## src/rtl/data_memory_access_unit.sv

```systemverilog
// data_memory_access_unit: Data_Memory initiator for byte/half/word loads and stores, with read-modify-write sub-word stores and wait states.
// Optional MISALIGN_TRAP_EN: misaligned half/word requests return Resp_Error without touching memory.
module data_memory_access_unit #(
    parameter int DATAWIDTH_BUS = 32,
    parameter int WAIT_CYCLES   = 0
) (
    input  logic                     DataMemoryAccess_CLOCK_50,
    input  logic                     DataMemoryAccess_RESET_InLow,
    input  logic                     Req_Valid_In,
    output logic                     Req_Ready_Out,
    input  logic                     Req_Write_In,
    input  logic [1:0]               Req_Size_In,
    input  logic                     Req_Signed_In,
    input  logic [31:0]              Req_Address_In,
    input  logic [DATAWIDTH_BUS-1:0] Req_Data_In,
    output logic                     Resp_Valid_Out,
    output logic [DATAWIDTH_BUS-1:0] Resp_Data_Out,
    output logic                     Resp_Error_Out,
    output logic [31:0]              DataMemory_Address_Out,
    output logic [DATAWIDTH_BUS-1:0] DataMemory_Data_Out,
    output logic                     DataMemory_Selector_RD_Out,
    output logic                     DataMemory_Selector_WR_Out,
    input  logic [DATAWIDTH_BUS-1:0] DataMemory_Data_In
);
    typedef enum logic [1:0] {IDLE, RD, WR, RESP} stateType;
    stateType state, stateNext;
    logic [3:0]  waitCnt;
    logic        reqWrite, reqSigned, respError;
    logic [1:0]  reqSize;
    logic [31:0] reqAddr, reqData, rdWord, respData;
    logic        accept, misaligned, lastCycle;
    logic [4:0]  laneShift;
    logic [31:0] laneMask, loadLane, loadResult;

    assign Req_Ready_Out              = state == IDLE;
    assign Resp_Valid_Out             = state == RESP;
    assign DataMemory_Selector_RD_Out = state == RD;
    assign DataMemory_Selector_WR_Out = state == WR;
    assign DataMemory_Address_Out     = {reqAddr[31:2], 2'b00};
    assign Resp_Data_Out              = respData;
    assign Resp_Error_Out             = respError;
    assign accept                     = Req_Valid_In && Req_Ready_Out;
    assign lastCycle                  = waitCnt == 4'd0;

`ifdef MISALIGN_TRAP_EN
    assign misaligned = Req_Size_In[1] ? |Req_Address_In[1:0] : Req_Size_In[0] & Req_Address_In[0];
`else
    assign misaligned = 1'b0;
`endif

    // Big-endian lanes: byte k sits (3-k) bytes up from bit 0, half h sits (1-h) halves up.
    assign laneShift  = reqSize[0] ? {~reqAddr[1], 4'b0000} : {~reqAddr[1:0], 3'b000};
    assign laneMask   = (reqSize[0] ? 32'h0000FFFF : 32'h000000FF) << laneShift;
    assign loadLane   = DataMemory_Data_In >> laneShift;
    assign loadResult = reqSize[1] ? DataMemory_Data_In
                      : reqSize[0] ? {{16{reqSigned & loadLane[15]}}, loadLane[15:0]}
                      : {{24{reqSigned & loadLane[7]}}, loadLane[7:0]};
    assign DataMemory_Data_Out = reqSize[1] ? reqData
                               : (rdWord & ~laneMask) | ((reqData << laneShift) & laneMask);

    always_ff @(posedge DataMemoryAccess_CLOCK_50 or negedge DataMemoryAccess_RESET_InLow) begin
        if (!DataMemoryAccess_RESET_InLow) state <= IDLE;
        else state <= stateNext;
    end

    always_comb begin
        stateNext = state;
        case (state)
            IDLE: if (accept) stateNext = misaligned ? RESP : (Req_Write_In && Req_Size_In[1]) ? WR : RD;
            RD:   if (lastCycle) stateNext = reqWrite ? WR : RESP;
            WR:   if (lastCycle) stateNext = RESP;
            default: stateNext = IDLE;
        endcase
    end

    always_ff @(posedge DataMemoryAccess_CLOCK_50 or negedge DataMemoryAccess_RESET_InLow) begin
        if (!DataMemoryAccess_RESET_InLow) begin
            waitCnt   <= '0;
            reqWrite  <= 1'b0;
            reqSigned <= 1'b0;
            reqSize   <= '0;
            reqAddr   <= '0;
            reqData   <= '0;
            rdWord    <= '0;
            respData  <= '0;
            respError <= 1'b0;
        end else begin
            if (accept) begin
                reqWrite  <= Req_Write_In;
                reqSigned <= Req_Signed_In;
                reqSize   <= Req_Size_In;
                reqAddr   <= Req_Address_In;
                reqData   <= Req_Data_In;
            end
            waitCnt <= (stateNext != state) ? 4'(WAIT_CYCLES) : lastCycle ? waitCnt : waitCnt - 4'd1;
            if (state == RD && lastCycle) rdWord <= DataMemory_Data_In;
            // Only the IDLE->RESP path is a trap; only RD->RESP carries load data.
            if (stateNext == RESP && state != RESP) begin
                respData  <= (state == RD) ? loadResult : '0;
                respError <= state == IDLE;
            end
        end
    end
endmodule
```

## config.mk

```make
export PLATFORM = sky130hd
export DESIGN_NAME = data_memory_access_unit
export DESIGN_NICKNAME = d
export VERILOG_FILES = /design/src/rtl/data_memory_access_unit.sv
export SDC_FILE = /design/constraint.sdc
export NUM_CORES = 1
export LEC_CHECK = 0
export ABC_AREA = 1
export ABC_CLOCK_PERIOD_IN_PS = 3150
export BUFFER_PORTS_ARGS = -buffer_cell sky130_fd_sc_hd__buf_4
export CAP_MARGIN = 20
export CORE_MARGIN = 2
export CORE_UTILIZATION = 37
export DETAILED_ROUTE_END_ITERATION = 10
export MAX_ROUTING_LAYER = met4
export SLEW_MARGIN = 5
export SYNTH_ARGS = -nofsm -noshare
export SYNTH_HDL_FRONTEND = slang
export SYNTH_SLANG_ARGS = --single-unit
```

## constraint.sdc

```tcl
create_clock -name DataMemoryAccess_CLOCK_50 -period 3.15 [get_ports DataMemoryAccess_CLOCK_50]
set_input_delay 0.63 -clock DataMemoryAccess_CLOCK_50 [delete_from_list [all_inputs] [get_ports DataMemoryAccess_CLOCK_50]]
set_output_delay 0.63 -clock DataMemoryAccess_CLOCK_50 [all_outputs]
set_load 0.03 [all_outputs]
```

Word-level counts from Yosys, hierarchy flattened
Cells that the tools add are included.

word-level totals
  flip-flop bits (word level) = 139
  bits in latches = 0
  memory bits (writable) = 0
  bits in read-only memories = 0
  input port bits = 103
  output and inout bits = 101
  word-level logic and storage cells = 49
  memories = 0

cells by class
  add/sub/neg operators = 1
  multiply operators = 0
  div/mod/pow operators = 0
  order comparisons = 0
  equality and inequality tests = 7
  shifts and indexed selects = 3
  muxes and demuxes = 14
  bitwise logic cells = 8
  reduce and logical (&&, ||, !) cells = 6

operators by type and width
  operator               number
  $mux W32               4
  $and A32 B32 Y32       2
  $not A32 Y32           1
  $or A32 B32 Y32        1
  $shl A16 B5 Y32        1
  $shl A32 B5 Y32        1
  $shr A32 B5 Y16        1
  $mux W16               1
  $mux W2                4
  $mux W4                2
  $eq A2 B2 Y1 const B   3
  $pmux W2 S3            1
  $mux W5                1
  $logic_and A1 B1 Y1    4
  $logic_not A4 Y1       1
  $sub A4 B1 Y4 const B  1
  $and A1 B1 Y1          2
  $eq A2 B1 Y1 const B   1
  $logic_not A2 Y1       1
  $ne A2 B1 Y1 const B   1
  $ne A2 B2 Y1           1
  $ne A2 B2 Y1 const B   1
  $not A2 Y2             1
  $mux W1                1
  $not A1 Y1             1

Depth between registers and ports, before layout
  word-level depth = 7
  mapped depth = 12
  depth with buffers taken out = 10

Worst setup path before layout
Ideal clock, no wire load.

  path type = register to output
  start = reg reqSize[0]
  end = out DataMemory_Data_Out[24]
  data arrival time = 1.879 ns
  required time = 2.520 ns
  setup slack = 0.641 ns
  stages on the path, launching flop included = 9
  path buffers = 3
  path through = dfrtp_1 buf_4 nor2_2 buf_4 buf_2 o21ai_0 nand2_1 o21ai_0 o21ai_0

between the ends
  word-level cells in the longest chain between the ends = 6
  elaborated cells between the ends (all ways) = 9
  those cells by class = shift (2); mux (3); bitwise (4)

RTL lines
  element                              line    source
  start: declaration                   29      logic [1:0] reqSize;
  start signal: assignment             91      reqSize <= Req_Size_In;
  $mux W16 or $mux W5 (tied branches)  53, 52
  $shl A16 B5 Y32                      53      assign laneMask = (reqSize[0] ? 32'h0000FFFF : 32'h000000FF) << laneShift;
  $not A32 Y32                         59      : (rdWord & ~laneMask) | ((reqData << laneShift) & laneMask);
  $and A32 B32 Y32                     59
  $or A32 B32 Y32 (*)                  59
  $mux W32 (*)                         58      assign DataMemory_Data_Out = reqSize[1] ? reqData
  end: declaration                     20      output logic [DATAWIDTH_BUS-1:0] DataMemory_Data_Out,

Mark *: on every way between the ends. The rest lies on a longest branch, timed or not.

Worst setup path in the final report
  start = reg reqSize[0]
  end = out DataMemory_Data_Out[7]

Same word-level chain as after synthesis.

==> impl_metrics.csv <==
group,metric,value,unit
sta,min_period_over_period,90.6,%
synthesis,synth_seq_cells,139,
critical_path,path_common_cell,"buf_4",
clock_tree,cts_resized,0,
synthesis,synth.top_cell.area_share,50.8,%
critical_path,slowest_stage,"dfrtp_1",
placement,portBuffers,201,
power,p_leak,4.57,nW
sta,slew_headroom,40.3,%
sta,max_freq,350,MHz
global_route,grt_pass1_wl,30.6,mm
floorplanning,core_area,18000,um^2
power,intPower,0.00605,W
drt,wire_per_inst,16.6,um
sta,fin_setup_tns,0,ns
status,status,"finished, final reports clean",
synthesis,synth_area,6840,um^2
critical_path,cp_slowest_stage_delay,0.52,ns
sta,finClkSkew,0.00791,ns
clock_tree,cts_hold_buf,0,
critical_path,crit_family,"compound AO/OA/AOI/OAI gates",
clock_tree,clockRootBuffer,"clkbuf_16",
clock_tree,clk_pin_slew,0.06,ns
power,powerDensity,1220,nW/um^2
synthesis,ys_top_cells_by_area,"dfrtp_1 (51%), nand2_1 (13%), mux2_2 (11%)",
synthesis,synth-warning-count,0,
synthesis,synth.distinct_cells,33,
synthesis,yosys.area_share.simple,20.4,%
critical_path,worstSetupPathType,"reg -> out",
global_route,grt_max_degree,73,
cells_and_area,final_cell_area,8960,um^2
drt,routed_wl,19.6,mm
sta,hold_violations,0,
global_route,grt_pass1_vias,5594,
critical_path,cp_cell_sequence,"nor2_2 > buf_4 > o21ai_2 > nor2_1 > a21oi_1 > buf_4",
cells_and_area,mostFrequentLayoutCells,"nand2_1 (234), buf_4 (210), dfrtp_1 (139), mux2_2 (65), o21ai_0 (59)",
clock_tree,cts_made_buffers,17,
global_route,grt_use_total,20.9,%
power,swShare,44.7,%
clock_tree,cts_tree,"done",
cells_and_area,final_common_cell,"nand2_1",
critical_path,required,2.52,ns
clock_tree,cts_max_level,4,
drt,first_pass_iters,5,
clock_tree,clock_path_buffers,2,
clock_tree,postCtsSetupRepairBufs,0,
placement,placed_cell_area,8320,um^2
global_route,grt-ovfl-total,0,
critical_path,arrival,2.22,ns
synthesis,synth_xor_area_share,0,%
sta,tightestPinTransition,0.895,ns
sta,report.final.slew_viol_count,0,
critical_path,path_buf_inv,2,
floorplanning,initial_core_util,38.0,%
critical_path,crit_path_start_kind,"register",
synthesis,ys_seq_area_share,50.8,%
drt,remaining_drc_errors,0,
power,peakVddDrop,0.000821,V
synthesis,synth_top_cell_by_area,"dfrtp_1",
synthesis,synthCells,774,
sta,rsz0062_at_grt,"false",
sta,fin_crit,2.85,ns
power,clkPwrFrac,19.9,%
power,p_switching,0.00490,W
min_path,min-delay-path-class,"in -> async",
cells_and_area,diodes,0,
floorplanning,die-area,19600,um^2
drt,viasPerCell,4.86,
drt,drtIter0Drc,330,
job,drv_cap,0,
cells_and_area,areaGrowthSynthToFinish,31.0,%
cells_and_area,final_layout_size_suffix_gt1_share,35.2,%
synthesis,synth_compound_area_share,8.92,%
critical_path,end_kind,"output pin",
synthesis,synthMuxAreaShare,10.7,%
drt,via_count,5726,
floorplanning,num_io_pins,204,
floorplanning,die_h,140,um
power,power_frac_comb,51.9,%
cells_and_area,nNetsFinal,1040,
floorplanning,rows,49,
drt,ant_nets,0,
sta,setup_viol,0,
floorplanning,fp.dieW,140,um
placement,place.gp.congestion,0.875,
synthesis,synth_top_family_by_area,"simple AND/OR/NAND/NOR gates",
synthesis,synth_fa_ha_area_share,0.183,%
synthesis,syn_area_per_cell,8.84,um^2
global_route,antenna_found_initial,0,
clock_tree,clk_latency,0.42,ns
placement,dpl.hpwl,14.6,mm
clock_tree,cts_sinks,139,
critical_path,worst-path-max-fanout,18,
power,seqPwrFrac,28.3,%
state kept, by name, indices dropped and copies added, names as in the netlist, 2 cells and up:
register       cells
Resp_Data_Out     32
rdWord            32
reqAddr           32
reqData           32
waitCnt            4
reqSize            2
state              2
Yosys cell counts (all sizes together):
| cell type | count |
|---|---|
| clkinv | 1 |
| o22ai | 7 |
| inv | 46 |
| nand2 | 239 |
| mux2 | 65 |
| a21boi | 1 |
| a21oi | 29 |
| nor3 | 1 |
| clkbuf | 14 |
| nor2 | 56 |
| o21ai | 72 |
| ha | 1 |
| dfrtp | 139 |
| or2 | 2 |
| conb | 1 |
| nand3 | 35 |
| nand4 | 1 |
| buf | 56 |
| a31oi | 8 |
power by group through the flow:
stage	Combinational [W]	Sequential (W)	Clock, W
floorplan	0.00389	0.00322	0
global placement	0.00565	0.00312	0
global route	0.00614	0.00319	0.00231
CTS	0.00572	0.00310	0.00222
detailed placement	0.00570	0.00312	0
finish	0.00568	0.00310	0.00218
metrics by stage:
stage | setup WS, ns | total power (W) | instances | hold WS (ns) | util [%]
after global routing | 0.141 | 0.0116 | 1178 | 0.283 | 49.7
after floorplan | 0.641 | 0.00711 | 775 | 0.334 | -
after CTS | 0.293 | 0.0110 | 1178 | 0.254 | 49.7
final | 0.295 | 0.0109 | 1178 | 0.241 | 49.7
after detailed placement | 0.769 | 0.00882 | 1146 | 0.468 | 46.1
after global placement | 0.814 | 0.00877 | 1146 | 0.469 | 46.1
path summary, 6_finish.rpt:
kind | startpoint | endpoint | slack [ns] | cells past startpoint
max | reqSize[0] | DataMemory_Data_Out[7] | 0.30 | 6
min | DataMemoryAccess_RESET_InLow | reqAddr[8] | 0.24 | 1
max reg2reg | waitCnt[0] | Resp_Data_Out[31] | 0.86 | 10
min reg2reg | Resp_Data_Out[24] | Resp_Data_Out[24] | 0.48 | 2
max in group asynchronous | DataMemoryAccess_RESET_InLow | reqAddr[30] | 2.10 | 2
min in group DataMemoryAccess_CLOCK_50 | Req_Address_In[28] | reqAddr[28] | 0.44 | 2
cell type report:
class	instances	area [um^2]
Clock inverter	13	190
Sequential cell	139	3480
Multi-Input combinational cell	519	2770
Fill cell	1765	9060
Inverter	47	179
Timing Repair Buffer	212	1610
Clock buffer	19	453
Tap cell	229	287
cells by family (layout without fill, tap and decap cells):
logic type | after synthesis | in the layout
simple gates | 334 | 334
buf+inv | 117 | 291
flops | 139 | 139
fa+ha+maj | 1 | 1
compound gates | 117 | 117
mux | 65 | 65
other cells | 1 | 2
routing by layer:
layer	global-route usage, %	routed length (um)	up-vias
li1	-	-	2798
met3	5.23	1240	20
met5	-	0	-
met2	32.7	9290	184
met4	5.00	187	0
met1	27.5	8860	2724
Power figures use the tool's default switching activity.
